==> config.mk <==
export PLATFORM = sky130hd
export DESIGN_NAME = reg_write_arbiter
export DESIGN_NICKNAME = d
export VERILOG_FILES = /design/src/rtl/reg_write_arbiter_pkg.sv /design/src/rtl/reg_write_arbiter_rr_arbiter.sv /design/src/rtl/reg_write_arbiter.sv
export SDC_FILE = /design/constraint.sdc
export NUM_CORES = 1
export LEC_CHECK = 0
export CAP_MARGIN = 25
export CORE_MARGIN = 3
export CORE_UTILIZATION = 43
export DETAILED_ROUTE_END_ITERATION = 6
export PLACE_DENSITY = 0.93
export SLEW_MARGIN = 20
export SYNTH_ARGS = -nofsm -noshare
export SYNTH_HDL_FRONTEND = slang
export SYNTH_SLANG_ARGS = --single-unit
==> constraint.sdc <==
create_clock -name clk -period 7.2 [get_ports clk]
set_clock_uncertainty 0.05 [all_clocks]
set_input_delay 1.08 -clock clk [delete_from_list [all_inputs] [get_ports clk]]
set_output_delay 1.08 -clock clk [all_outputs]
set_load 0.03 [all_outputs]
==> src/rtl/reg_write_arbiter_pkg.sv <==
// reg_write_arbiter_pkg: shared defaults and width helper for the register write arbiter
package reg_write_arbiter_pkg;
    localparam int DEF_N       = 32;
    localparam int DEF_NUM_VAL = 4;
    localparam int DEF_NUM_REQ = 3;

    function automatic int clog2(input int v);
        int r;
        r = 0;
        while ((1 << r) < v) r++;
        return r;
    endfunction
endpackage

==> src/rtl/reg_write_arbiter_rr_arbiter.sv <==
// rr_arbiter: round-robin grant among NUM_REQ requesters, search starts at ptr
// ports: clk, rst (sync, active-high); req requests; advance moves ptr past the winner;
//        gnt one-hot-or-zero grant; gnt_idx index of the winner
module rr_arbiter
    import reg_write_arbiter_pkg::*;
#(
    parameter int NUM_REQ = DEF_NUM_REQ,
    localparam int PW = clog2(NUM_REQ)
) (
    input  logic               clk,
    input  logic               rst,
    input  logic [NUM_REQ-1:0] req,
    input  logic               advance,
    output logic [NUM_REQ-1:0] gnt,
    output logic [PW-1:0]      gnt_idx
);
    logic [PW-1:0] ptr;
    logic [PW-1:0] cand [NUM_REQ];
    logic          hit;

    // cand[o] is requester (ptr + o) mod NUM_REQ, with one extra bit to avoid overflow
    for (genvar o = 0; o < NUM_REQ; o++) begin : g_cand
        logic [PW:0] s;
        assign s       = {1'b0, ptr} + (PW+1)'(o);
        assign cand[o] = s >= (PW+1)'(NUM_REQ) ? PW'(s - (PW+1)'(NUM_REQ)) : PW'(s);
    end

    // scanning from the far end lets the nearest valid requester overwrite the rest
    always_comb begin
        hit     = 1'b0;
        gnt_idx = '0;
        for (int o = NUM_REQ - 1; o >= 0; o--)
            if (req[cand[o]]) begin
                hit     = 1'b1;
                gnt_idx = cand[o];
            end
    end

    assign gnt = hit ? NUM_REQ'(1) << gnt_idx : '0;

    always_ff @(posedge clk)
        if (rst)
            ptr <= '0;
        else if (advance)
            ptr <= gnt_idx == PW'(NUM_REQ - 1) ? '0 : gnt_idx + 1'b1;
endmodule

==> src/rtl/reg_write_arbiter.sv <==
// reg_write_arbiter: round-robin shares the write port of a multi-lane register bank
// ports: clk, rst (sync, active-high); req_valid/req_idx/req_data packed per requester;
//        req_ready one-hot grant (comb); reg_d/reg_ena registered bank write bus;
//        err_idx sticky out-of-range flag; busy = OR of req_valid (comb)
module reg_write_arbiter
    import reg_write_arbiter_pkg::*;
#(
    parameter int N       = DEF_N,
    parameter int NUM_VAL = DEF_NUM_VAL,
    parameter int NUM_REQ = DEF_NUM_REQ,
    localparam int IDX_W  = clog2(NUM_VAL),
    localparam int PW     = clog2(NUM_REQ)
) (
    input  logic                     clk,
    input  logic                     rst,
    input  logic [NUM_REQ-1:0]       req_valid,
    input  logic [NUM_REQ*IDX_W-1:0] req_idx,
    input  logic [NUM_REQ*N-1:0]     req_data,
    output logic [NUM_REQ-1:0]       req_ready,
    output logic [NUM_VAL*N-1:0]     reg_d,
    output logic [NUM_VAL-1:0]       reg_ena,
    output logic                     err_idx,
    output logic                     busy
);
    logic [PW-1:0]        gnt_idx;
    logic                 xfer;
    logic [IDX_W-1:0]     sel_idx;
    logic [N-1:0]         sel_data;
    logic                 oob;
    logic [NUM_VAL-1:0]   nxt_ena;
    logic [NUM_VAL*N-1:0] nxt_d;

    rr_arbiter #(.NUM_REQ(NUM_REQ)) u_arb (
        .clk     (clk),
        .rst     (rst),
        .req     (req_valid),
        .advance (xfer),
        .gnt     (req_ready),
        .gnt_idx (gnt_idx)
    );

    assign busy     = |req_valid;
    assign xfer     = |req_ready;
    assign sel_idx  = req_idx[int'(gnt_idx)*IDX_W +: IDX_W];
    assign sel_data = req_data[int'(gnt_idx)*N +: N];
    // widened compare stays meaningful when NUM_VAL is a power of two (never true then)
    assign oob      = xfer && ({1'b0, sel_idx} >= (IDX_W+1)'(NUM_VAL));

    // an out-of-range index matches no lane, so it is consumed without a write
    for (genvar k = 0; k < NUM_VAL; k++) begin : g_lane
        assign nxt_ena[k]       = xfer && sel_idx == IDX_W'(k);
        assign nxt_d[k*N +: N]  = nxt_ena[k] ? sel_data : '0;
    end

    always_ff @(posedge clk)
        if (rst) begin
            reg_ena <= '0;
            reg_d   <= '0;
            err_idx <= 1'b0;
        end else begin
            reg_ena <= nxt_ena;
            reg_d   <= nxt_d;
            if (oob) err_idx <= 1'b1;
        end
endmodule

==> reports/results.md <==
| Item | Value |
|---|---|
| Status | finished, final reports clean |
| First-pass iteration count of the detailed router | 5 |
| Vias in the first global route | 4742 |
| Fraction of post-synthesis cell area in the top cell type by area | 50.5% |
| Total core area | 0.0118 mm^2 |
| Wire length reported by the detailed router | 17600 um |
| Sink Count | 134 |
| Highest clock frequency the design can meet | 0.208 GHz |
| Number of flip-flops and latches in the synthesized netlist | 134 |
| Total die area | 0.0137 mm^2 |
| Critical path capture point type | primary output |
| Most instantiated flip-flop cell in the synthesis netlist | dfxtp_1 |
| First-pass GRT wire length | 25900 um |
| Clock share of power | 22.0% |
| Transition time at the pin with the least slew margin | 1.03 ns |
| Global placement routability congestion | 0.931 |
| Initial antenna violation count | 0 |
| PD cells | 464 mW/mm^2 |
| Nature of the critical path startpoint | input port |
| Initial core utilization | 45.1% |
| Tightest hold margin | 0.508 ns |
| Final cell utilization of the core | 70.6% |
| Fin area | 0.00830 mm^2 |
| Mapped cell area | 0.00531 mm^2 |
| Detailed placement HPWL | 11900 um |
| Max clock buf depth | 2 |
| # Max-Cap Violations | 0 |
| Fin crit share | 66.9% |
| Number of warnings reported in the yosys synthesis log | 0 |
| Share of layout cells above drive strength 1 | 17.0% |
| Antenna Nets Post-Route | 0 |
| Port buffer count | 242 |
| Net count of the mapped netlist | 591 |
| Average wire per standard cell | 20.2 um |
| Net count, final | 808 |
| Synth-to-layout area growth | 56.4% |
| Max Fanout on Critical Path | 7 |
| Via count normalized by instance count | 5.43 |
| Type of the worst setup path | in2out |
| Static leakage | 2.87 nW |
| Final slew viol count | 0 |
| Commonest cells after routing, fill and taps aside | clkdlybuf4s50_1, dfxtp_1, nor3_1 |
| Inserted Clock Buffers | 17 |
| Global route total overflow | 0 |
| Vertical die dimension | 117 um |
| Sequential share of the synthesized area | 50.5% |
| Library cell with the largest summed area after synthesis | dfxtp_1 |
| VDD IR max | 0.438 mV |
| Number of flops mapped to enable cells by yosys | 0 |
| Cell types with the largest area share after synthesis | dfxtp_1, a311oi_2, nor3_1 |
| Via count | 4747 |
| Top Ports | 244 |
| Num rows | 39 |
| Final critical-path required period | 4.82 ns |
| Most common cell after layout, fill and taps aside | clkdlybuf4s50_1 |
| Data arrival time at the worst-slack endpoint | 3.69 ns |
| TritonCTS clock tree | done |
| Combinational power share | 52.8% |
| Unrepaired setup endpoints after global routing | no |
| Setup repair bufs after CTS | 0 |
| Global router's overall resource usage | 25.0% |
| Detailed router's first-iteration violation count | 343 |
| Data required time at the worst endpoint | 6.07 ns |
| Pin count of the biggest net entering global routing | 76 |
| H-tree depth | 4 |
| Async set-reset flop share out of synthesis | 0% |
| Number of design rule violations left after detail routing | 0 |
| Number of hold violations in the final report | 0 |
| Number of instances in the synthesized netlist | 481 |
| Quantity of gates resized following cts | 0 |
| Net Switching | 0.00171 W |
| Final setup TNS | 0 ns |
| Clock-pin slew reported for the worst setup and hold paths after clock tree synthesis | 0.06 ns |
| Unique masters post-synth | 43 |
| Cell-internal power | 0.00214 W |
| Die X | 117 um |
| Count of inserted antenna diode cells | 0 |
| Syn_area_per_cell | 11.0 um^2 |
| Max transition margin | 31.2% |
| Root buf cell | clkbuf_16 |
| Dpl cell area | 0.00771 mm^2 |
| Cts-stage hold buffer count | 0 |
| Clock latency of the later-clocked register in the worst-skew pair | 0.41 ns |
| Net switching share of the total power | 44.3% |
| Worst Hold Class | reg2reg |
| Share of total power in sequential cells | 25.1% |
| Final setup violation count | 0 |
## synth_stat cells (all sizes together), types with 2 or more instances
cell	count
a21oi	4
dfxtp	134
a21o	2
and2	33
nor3b	32
nand2b	5
o21a	4
a2bb2oi	4
ha	3
and3b	3
inv	6
nand2	9
a311oi	32
buf	40
clkbuf	11
o21ai	6
nor3	131
nor2	6
## path summary, 6_finish.rpt
path / depth (start not counted) / slack (ns) / to / from
max: 7 / 2.38 / req_ready[0] / req_valid[1]
min: 1 / 0.51 / u_arb.ptr[0] / u_arb.ptr[0]
max reg2reg: 9 / 3.50 / reg_d[31] / u_arb.ptr[1]
min reg2reg: 1 / 0.51 / u_arb.ptr[0] / u_arb.ptr[0]
## power by group through the flow
stage               registers (W)  logic [W]  clock network (W)
finish                   0.000969    0.00204           0.000850
floorplan                 0.00131    0.00105                  0
detailed placement       0.000982    0.00200                  0
global placement         0.000979    0.00193                  0
global route             0.000983    0.00214           0.000891
CTS                      0.000970    0.00202           0.000856
## state kept, by name, indices dropped and copies added, names as in the netlist
name,count
reg_ena,4
u_arb.ptr,2
reg_d,128
## stage by stage
stage | std cells | setup WS (ns) | total power, W
after CTS | 873 | 1.89 | 0.00385
after detailed placement | 842 | 1.89 | 0.00299
after global routing | 874 | 2.22 | 0.00401
final | 874 | 2.38 | 0.00385
after floorplan | 481 | 3.63 | 0.00236
after global placement | 841 | 2.11 | 0.00291
## worst max-delay path: stages
cell             delay (ns)
clkdlybuf4s50_1        0.56
nor2b_1                0.31
nand3b_1               0.19
o21ai_1                0.12
o31ai_4                0.42
o221a_2                0.32
clkdlybuf4s50_1        0.69
## cells by family after synthesis
family	share of synthesized area (%)
adders and majority gates	0.707
and+or+nand+nor	27.1
buffers and inverters	7.02
other	0.0706
AOI/OAI and AO/OA	14.1
muxes	0.401
DFF	50.5
## layer usage
metal	global-route usage, %	vias up	routed length [um]
met4	10.8	0	552
met5	0	-	0
met2	45.8	266	9280
met3	6.63	43	1340
li1	-	2162	-
met1	27.1	2276	6440
## layout make-up
type | count | area, um^2
fill | 801 | 3460
sequential | 134 | 2680
timing repair buffer | 249 | 2500
multi-input combinational | 290 | 2310
clock buffer | 18 | 439
tap | 164 | 205
clock inverter | 13 | 148
inverter | 6 | 22.5
No activity file was read; power rests on OpenSTA's default activity.
